===== src/rtl/pipe_stage_reg.sv =====
// pipe_stage_reg: elastic valid/ready pipeline register with a one-entry skid
// buffer, flush (bubble insertion) and NOP bubble payload.
// Optional macro PIPE_STAGE_PERF_EN adds saturating stall/bubble counters.
module pipe_stage_reg #(
    parameter int unsigned       WIDTH        = 32,
    parameter logic [WIDTH-1:0]  BUBBLE_VALUE = WIDTH'(32'h0000_0013),
    parameter int unsigned       PERF_W       = 32
) (
    input  logic              clock,
    input  logic              reset,
    input  logic              flush,
    input  logic              in_valid,
    output logic              in_ready,
    input  logic [WIDTH-1:0]  in_data,
    output logic              out_valid,
    input  logic              out_ready,
    output logic [WIDTH-1:0]  out_data
`ifdef PIPE_STAGE_PERF_EN
    ,
    output logic [PERF_W-1:0] stall_cycles,
    output logic [PERF_W-1:0] bubble_cycles
`endif
);

    logic             main_valid_q, main_valid_d;
    logic             skid_valid_q, skid_valid_d;
    logic [WIDTH-1:0] main_data_q,  main_data_d;
    logic [WIDTH-1:0] skid_data_q,  skid_data_d;
    logic             acc, pop;

    if (PERF_W < 1) begin : g_perf_w_chk
        $error("PERF_W must be at least 1");
    end

    // in_ready comes straight from the skid flop, so out_ready never reaches it
    assign in_ready  = ~skid_valid_q;
    assign out_valid = main_valid_q;
    assign out_data  = main_valid_q ? main_data_q : BUBBLE_VALUE;

    assign acc = in_valid & in_ready;
    assign pop = out_valid & out_ready;

    // Next state of the (main, skid) entries; flush empties the stage
    always_comb begin
        main_valid_d = main_valid_q;
        skid_valid_d = skid_valid_q;
        main_data_d  = main_data_q;
        skid_data_d  = skid_data_q;
        if (flush) begin
            // Data flops keep stale contents; out_data is masked by main_valid
            main_valid_d = 1'b0;
            skid_valid_d = 1'b0;
        end else begin
            case ({main_valid_q, skid_valid_q})
                2'b00: begin
                    if (acc) begin
                        main_valid_d = 1'b1;
                        main_data_d  = in_data;
                    end
                end
                2'b10: begin
                    if (acc && !pop) begin
                        skid_valid_d = 1'b1;
                        skid_data_d  = in_data;
                    end else if (acc && pop) begin
                        main_data_d  = in_data;
                    end else if (pop) begin
                        main_valid_d = 1'b0;
                    end
                end
                2'b11: begin
                    // in_ready is low here, so only a pop can move state
                    if (pop) begin
                        main_data_d  = skid_data_q;
                        skid_valid_d = 1'b0;
                    end
                end
                default: begin
                    main_valid_d = 1'b0;
                    skid_valid_d = 1'b0;
                end
            endcase
        end
    end

    // State registers with synchronous reset dominating flush and handshakes
    always_ff @(posedge clock) begin
        if (reset) begin
            main_valid_q <= 1'b0;
            skid_valid_q <= 1'b0;
            main_data_q  <= BUBBLE_VALUE;
            skid_data_q  <= BUBBLE_VALUE;
        end else begin
            main_valid_q <= main_valid_d;
            skid_valid_q <= skid_valid_d;
            main_data_q  <= main_data_d;
            skid_data_q  <= skid_data_d;
        end
    end

    // A skid entry without a main entry would reorder beats
    illegal_state_a: assert property (@(posedge clock) disable iff (reset)
        !(skid_valid_q && !main_valid_q));

`ifdef PIPE_STAGE_PERF_EN
    logic [PERF_W-1:0] stall_q, bubble_q;

    assign stall_cycles  = stall_q;
    assign bubble_cycles = bubble_q;

    // Saturating counters; only reset clears them, flush does not
    always_ff @(posedge clock) begin
        if (reset) begin
            stall_q  <= '0;
            bubble_q <= '0;
        end else begin
            if (out_valid && !out_ready && stall_q != {PERF_W{1'b1}})
                stall_q <= stall_q + PERF_W'(1);
            if (!out_valid && bubble_q != {PERF_W{1'b1}})
                bubble_q <= bubble_q + PERF_W'(1);
        end
    end
`else
    // Counters and their ports are not built in this configuration
`endif

endmodule


===== config.mk =====
export PLATFORM = sky130hd
export DESIGN_NAME = pipe_stage_reg
export DESIGN_NICKNAME = d
export VERILOG_FILES = /design/src/rtl/pipe_stage_reg.sv
export SDC_FILE = /design/constraint.sdc
export NUM_CORES = 1
export LEC_CHECK = 0
export BUFFER_PORTS_ARGS = -buffer_cell sky130_fd_sc_hd__buf_2
export CAP_MARGIN = 40
export CORE_MARGIN = 4
export CORE_UTILIZATION = 30
export CTS_CLUSTER_SIZE = 30
export DETAILED_ROUTE_END_ITERATION = 12
export PLACE_DENSITY = 0.45
export SYNTH_ARGS = -nofsm -noshare
export SYNTH_HDL_FRONTEND = slang
export SYNTH_SLANG_ARGS = --single-unit
export TNS_END_PERCENT = 10

===== constraint.sdc =====
create_clock -name clock -period 1.6 [get_ports clock]
set_clock_uncertainty 0.1 [all_clocks]
set_input_delay 0.24 -clock clock [delete_from_list [all_inputs] [get_ports clock]]
set_output_delay 0.24 -clock clock [all_outputs]
set_load 0.05 [all_outputs]

==> flow_summary.toml, run 1 <==
[timing]
tightest_slew_ns = 0.476
max_freq_mhz = 639
drv_slew = 0
finalWorstSetupSlack_ns = 0.0359
relSlewSlack = 0.683
finalHoldViolCount = 0
rsz0062_at_grt = "yes"
setup_viol = 0
period_needed_ns = 1.56
fin_crit_sh = 0.978

[synthesis]
synth_area_per_cell_um2 = 8.45
yosys_warnings = 0
ys_ff_latch = 66
synth_fp_nets = 428
synth.distinct_cells = 31
synth_cells = 391
post_synth_instance_area_um2 = 3300
ys_seq_area_frac = 0.400

[final_layout]
final_cells = 601
area_delta_synth_final_pct = 33.4
diodes = 0
ff_latch_area_um2 = 1330
multi_input_comb_area_um2 = 1790
mostFrequentLayoutCells = "64 x nand3_1, 64 x dfxtp_1, 41 x buf_2"
fillCellCount = 1103
layout.nets = 493
drive_above_1_share = 0.371

[floorplanning]
num_io_pins = 71
die_w_um = 113
start_util = 0.306
rows = 38
core_area_um2 = 10800
die_y_um = 113
die-area_um2 = 12800

[setup_path]
cpPeakStageDelay_ns = 0.42
crit_chain = "buf_6, and2_4, buf_4"
startpoint_type = "register"
path_delay_family = "flip-flops"
crit_buf_inv = 2
r2r-end = "main_data_q[15]$_SDFFE_PP0P_"
rrSetupSlack_ns = 0.05
endpoint_kind = "output port"
crit_path_start = "out_valid$_SDFFE_PP0P_"
rr_worst_depth = 5
cp_data_required_time_ns = 1.26
path_max_fanout = 10
cp_data_arrival_time_ns = 1.22
r2r-start = "out_valid$_SDFFE_PP0P_"
critical-path-slowest-cell = "dfxtp_4"
worstSetupPathType = "register to output port"

[clocking]
clk_path_buf_depth = 2
clock-sinks = 66
cts_buffers = 9
hold_buffers = 0
cts_max_level = 3
cts_tree = "built"
clkLatencyLatePin_ns = 0.33
clk_pin_slew_ns = 0.08
cts_root_buffer = "clkbuf_8"

[place]
portBuffers = 70
routabilityCongestion = 0.745
dpl.cell_count = 581
place_hpwl_um = 6770
pre_cts_slack_ns = 0.0998

[flow_run]
max-cap-violations = 0

[min_path]
hold-path-cell-count = 3
hold_end = "skid_data_q[11]$_SDFFE_PP0P_"
hp-class = "primary input to register"
holdCritStartpoint = "in_data[11]"

[route]
via_per_inst = 5.34
final_antenna_net_count = 0
vias = 3210
drt_iter0_drc = 129
dr.pass1.iters = 4
avgRoutedWirePerCell_um = 17.2
drt-total-wl_um = 10400
drc = 0

[global_routing]
grt_first_pass_wirelength_um = 17100
antenna_found_initial = 0
grt_max_degree = 40
grt_pass1_vias = 3290
globalRouteTotalUtil = 0.167
gr-total-overflow = 0

[run_status]
outcome = "finished, final reports clean"

[power]
leakagePower_nw = 1.63
power_density_nw_per_um2 = 834
irDropWorstVdd_uv = 334
## worst max path at each step
stage | to | slack [ns] | depth (start not counted)
2_1_floorplan | main_data_q[17]$_SDFFE_PP0P_ | 0.0004 | 6
3_3_place_gp | main_data_q[10]$_SDFFE_PP0P_ | 0.12 | 4
3_5_place_dp | main_data_q[16]$_SDFFE_PP0P_ | 0.1 | 4
4_1_cts | out_data[20] | -0.02 | 3
5_1_grt | skid_data_q[21]$_SDFFE_PP0P_ | -0.04 | 5
6_report | out_data[31] | 0.04 | 3
## layout make-up
type,instances,area share
sequential,66,0.301
clock buffer,11,0.0321
clock inverter,5,0.0122
timing repair buffer,105,0.205
multi-input combinational,271,0.407
inverter,3,0.00255
tap,140,0.0397
## sequential cells by signal, summed over array words and instances, names as in the netlist
signal        cells
main_data_q      32
out_valid         1
skid_data_q      32
skid_valid_q      1
## stage by stage
| step | setup TNS, ns | hold slack, ns | util | instance area [µm²] | total power (W) |
|---|---|---|---|---|---|
| after CTS | -0.144 | 0.0383 | 0.396 | 4270 | 0.00373 |
| after global placement | 0 | 0.360 | 0.365 | 3940 | 0.00228 |
| final | 0 | 0.0599 | 0.408 | 4410 | 0.00368 |
| after global routing | -0.147 | 0.0481 | 0.408 | 4410 | 0.00387 |
| after detailed placement | 0 | 0.367 | 0.365 | 3940 | 0.00228 |
| after floorplan | 0 | 0.288 | - | 3390 | 0.00211 |
## worst register-to-register path, stage by stage, from the launching register on
cell and delay, ns:
dfxtp_4 0.39, buf_6 0.14, nor2b_4 0.13, nor4_4 0.32, buf_6 0.24, a311oi_1 0.11
## metal layers
metal / part of all wire / vias to the layer above / GRT usage
met3: 0.044 / 4 / 0.0257
met5: 0 / - / 0
met1: 0.45 / 1536 / 0.219
met2: 0.49 / 71 / 0.277
li1: - / 1599 / -
met4: 0.0094 / 0 / 0.0601
## cell usage after synthesis
master / n / area (µm²)
dfxtp_1: 66 / 1320
buf_2: 21 / 105
nand2_1: 30 / 113
nand2b_1: 6 / 37.5
inv_1: 1 / 3.75
and4bb_1: 1 / 12.5
buf_8: 1 / 15.0
a22oi_1: 1 / 7.51
a41oi_1: 29 / 254
buf_4: 6 / 45.0
nor3_1: 1 / 5.00
nor2b_2: 1 / 8.76
a311oi_1: 19 / 166
nor4_1: 1 / 6.26
nand4_1: 1 / 6.26
a311oi_2: 10 / 150
clkbuf_1: 18 / 67.6
nand3_1: 64 / 320
a21oi_1: 32 / 160
nor2b_4: 1 / 13.8
nand4bb_1: 1 / 11.3
buf_6: 1 / 11.3
o311ai_1: 3 / 26.3
o41ai_1: 3 / 26.3
inv_2: 2 / 7.51
buf_1: 4 / 15.0
nor4_4: 1 / 21.3
or2_4: 1 / 8.76
o21ai_0: 32 / 160
nor2_1: 4 / 15.0
and2_1: 29 / 181
## cell families after synthesis
group | count (synthesis) | synth area share
DFF | 66 | 0.400
and+or+nand+nor | 142 | 0.230
buffers and inverters | 54 | 0.0818
AOI/OAI and AO/OA | 129 | 0.288
## where the power goes
group	total, W	switching [W]	internal [W]
Sequential	0.00174	0.0000399	0.00170
Clock	0.00140	0.000641	0.000758
Combinational	0.000533	0.000306	0.000227
Total	0.00368	0.000987	0.00269
## what timing repair did
action	in CTS	in global routing
endpoints found under the setup margin	31	62
pin swaps	0	4
buffers inserted	2	1
cloned	1	0
resized for setup	34	35
(Power assumes the default switching activity.)
==> inputs of run 2 (changes only) <==
--- a/config.mk
+++ b/config.mk
@@ -12,6 +12,7 @@
 export CTS_CLUSTER_SIZE = 30
 export DETAILED_ROUTE_END_ITERATION = 12
 export PLACE_DENSITY = 0.45
+export SETUP_SLACK_MARGIN = 0.2
 export SYNTH_ARGS = -nofsm -noshare
 export SYNTH_HDL_FRONTEND = slang
 export SYNTH_SLANG_ARGS = --single-unit
==> run 2 against run 1 <==
  * The flow now finishes with violations (negative setup slack)
  * Combinational power is 27% higher
  * First-iteration DRC count is 3.1% lower
  * Highest routed layer unchanged
  * Power is 0.61% higher
  * Fmax is 2.4% lower
  * Core utilization is 7.5 points higher
  * Hold slack worse by 0.011 ns
==> flow_summary.toml, run 2 (synthesized netlist as in run 1, its figures left out) <==
[power]
irDropWorstVdd_uv = 386
power_density_nw_per_um2 = 708
power_w = 0.00370
leakagePower_nw = 1.84

[route]
highest_layer = "met4"
dr.pass1.iters = 4
drt_iter0_drc = 125
via_per_inst = 5.56
drc = 0
vias = 3419
drt-total-wl_um = 11500
met1_length_um = 5040
final_antenna_net_count = 0
avgRoutedWirePerCell_um = 18.6
met3_wirelength_um = 516
met2_length_um = 5800

[run_status]
violations = "negative setup slack"
outcome = "complete, but fails checks"

[timing]
fin_crit_sh = 1.00
setup_viol = 1
finalWorstSetupSlack_ns = -0.00266
max_freq_mhz = 624
drv_slew = 0
period_needed_ns = 1.60
tightest_slew_ns = 0.511
finalHoldViolCount = 0
rsz0062_at_grt = "yes"
relSlewSlack = 0.659

[floorplanning]
core_area_um2 = 10800
die_w_um = 113
rows = 38
die_y_um = 113
die-area_um2 = 12800
num_io_pins = 71
start_util = 0.306

[min_path]
hp-class = "primary input to register"

[setup_path]
path_max_fanout = 14
startpoint_type = "register"
endpoint_kind = "output port"
cp_data_required_time_ns = 1.26
cp_data_arrival_time_ns = 1.26
cpPeakStageDelay_ns = 0.45
crit_chain = "buf_12, and2_4, buf_8"
critical-path-slowest-cell = "dfxtp_4"
worstSetupPathType = "register to output port"

[final_layout]
area_delta_synth_final_pct = 58.1
mostFrequentLayoutCells = "64 x dfxtp_1, 40 x nand3_1, 40 x buf_8"
fillCellCount = 1010
design_area_um2 = 5220
diodes = 0
layout_commonest_cell = "dfxtp_1"
reg.largest.list = "main_data_q x32, skid_data_q x32"
layout.nets = 508
drive_above_1_share = 0.537

[place]
place_hpwl_um = 6870
dpl_cell_area_um2 = 4030
routabilityCongestion = 0.746
portBuffers = 70

[clocking]
clk_pin_slew_ns = 0.07
cts_max_level = 3
cts_root_buffer = "clkbuf_8"
cts_buffers = 9
cts_tree = "built"
clkLatencyLatePin_ns = 0.34
clk_path_buf_depth = 2
clock-sinks = 66

[global_routing]
grt_pass1_vias = 3309
grt_max_degree = 23
antenna_found_initial = 0
gr-total-overflow = 0
globalRouteTotalUtil = 0.172
grt_first_pass_wirelength_um = 17800

[flow_run]
max-cap-violations = 0
## run 2: changes by cell type in the layout (fill, tap and decap cells not counted), moves of 12 or more
cell / change
buf_8: +38
buf_6: -30
nand3_1: -24
o21ai_0: -21
nand3_2: +19
a21oi_1: -12
a21oi_2: +12
o21ai_2: +12
## run 2: power by group
group	leakage (nW)	internal, W	total [W]	switching [W]
Sequential	0.540	0.00170	0.00175	0.0000428
Clock	0.0920	0.000632	0.00127	0.000641
Combinational	1.21	0.000298	0.000678	0.000380
## run 2: metrics by stage
| stage | utilization | TNS (ns) | hold WS, ns | std cells | setup slack (ns) |
|---|---|---|---|---|---|
| 2_1_floorplan | - | 0 | 0.288 | 391 | 0.0773 |
| 3_3_place_gp | 0.374 | 0 | 0.362 | 583 | 0.129 |
| 3_5_place_dp | 0.374 | 0 | 0.368 | 583 | 0.113 |
| 4_1_cts | 0.447 | -0.0842 | 0.0411 | 608 | -0.0159 |
| 5_1_grt | 0.484 | -1.02 | 0.0436 | 615 | -0.0485 |
| 6_report | 0.484 | -0.00266 | 0.0493 | 615 | -0.00266 |
## run 2: cell type report
class	count	area [µm²]	area share
clock buffer	12	155	0.0297
clock inverter	3	15.0	0.00287
inverter	3	13.8	0.00264
multi-input combinational	271	2240	0.429
sequential	66	1330	0.254
tap	140	175	0.0335
timing repair buffer	120	1290	0.248
## run 2: final timing paths
kind / from / endpoint / slack (ns) / cells past startpoint
max: out_valid$_SDFFE_PP0P_ / out_data[25] / -0.003 / 3
min reg2reg: skid_data_q[5]$_SDFFE_PP0P_ / skid_data_q[5]$_SDFFE_PP0P_ / 0.36 / 2
min: in_data[1] / skid_data_q[1]$_SDFFE_PP1P_ / 0.05 / 3
max reg2reg: out_valid$_SDFFE_PP0P_ / main_data_q[22]$_SDFFE_PP0P_ / 0.04 / 5
## run 2: worst max-delay path, delay by kind of cell (launching register included)
kind | cells | cell delay [ns]
flip-flops | 1 | 0.45
buffers and inverters | 2 | 0.31
AND/OR/NAND/NOR | 1 | 0.16
## run 2: routing by layer
metal	track usage	vias to the layer above
met2	0.299	86
met3	0.0369	14
met1	0.217	1682
met4	0.0433	0
met5	0	-
li1	-	1637
## run 2: repair_timing
item	4_1_cts	5_1_grt
pin swaps	56	47
hold buffers	0	0
gates cloned	1	1
buffers inserted	9	6
endpoints found under the setup margin	98	98
gates resized for setup	148	84
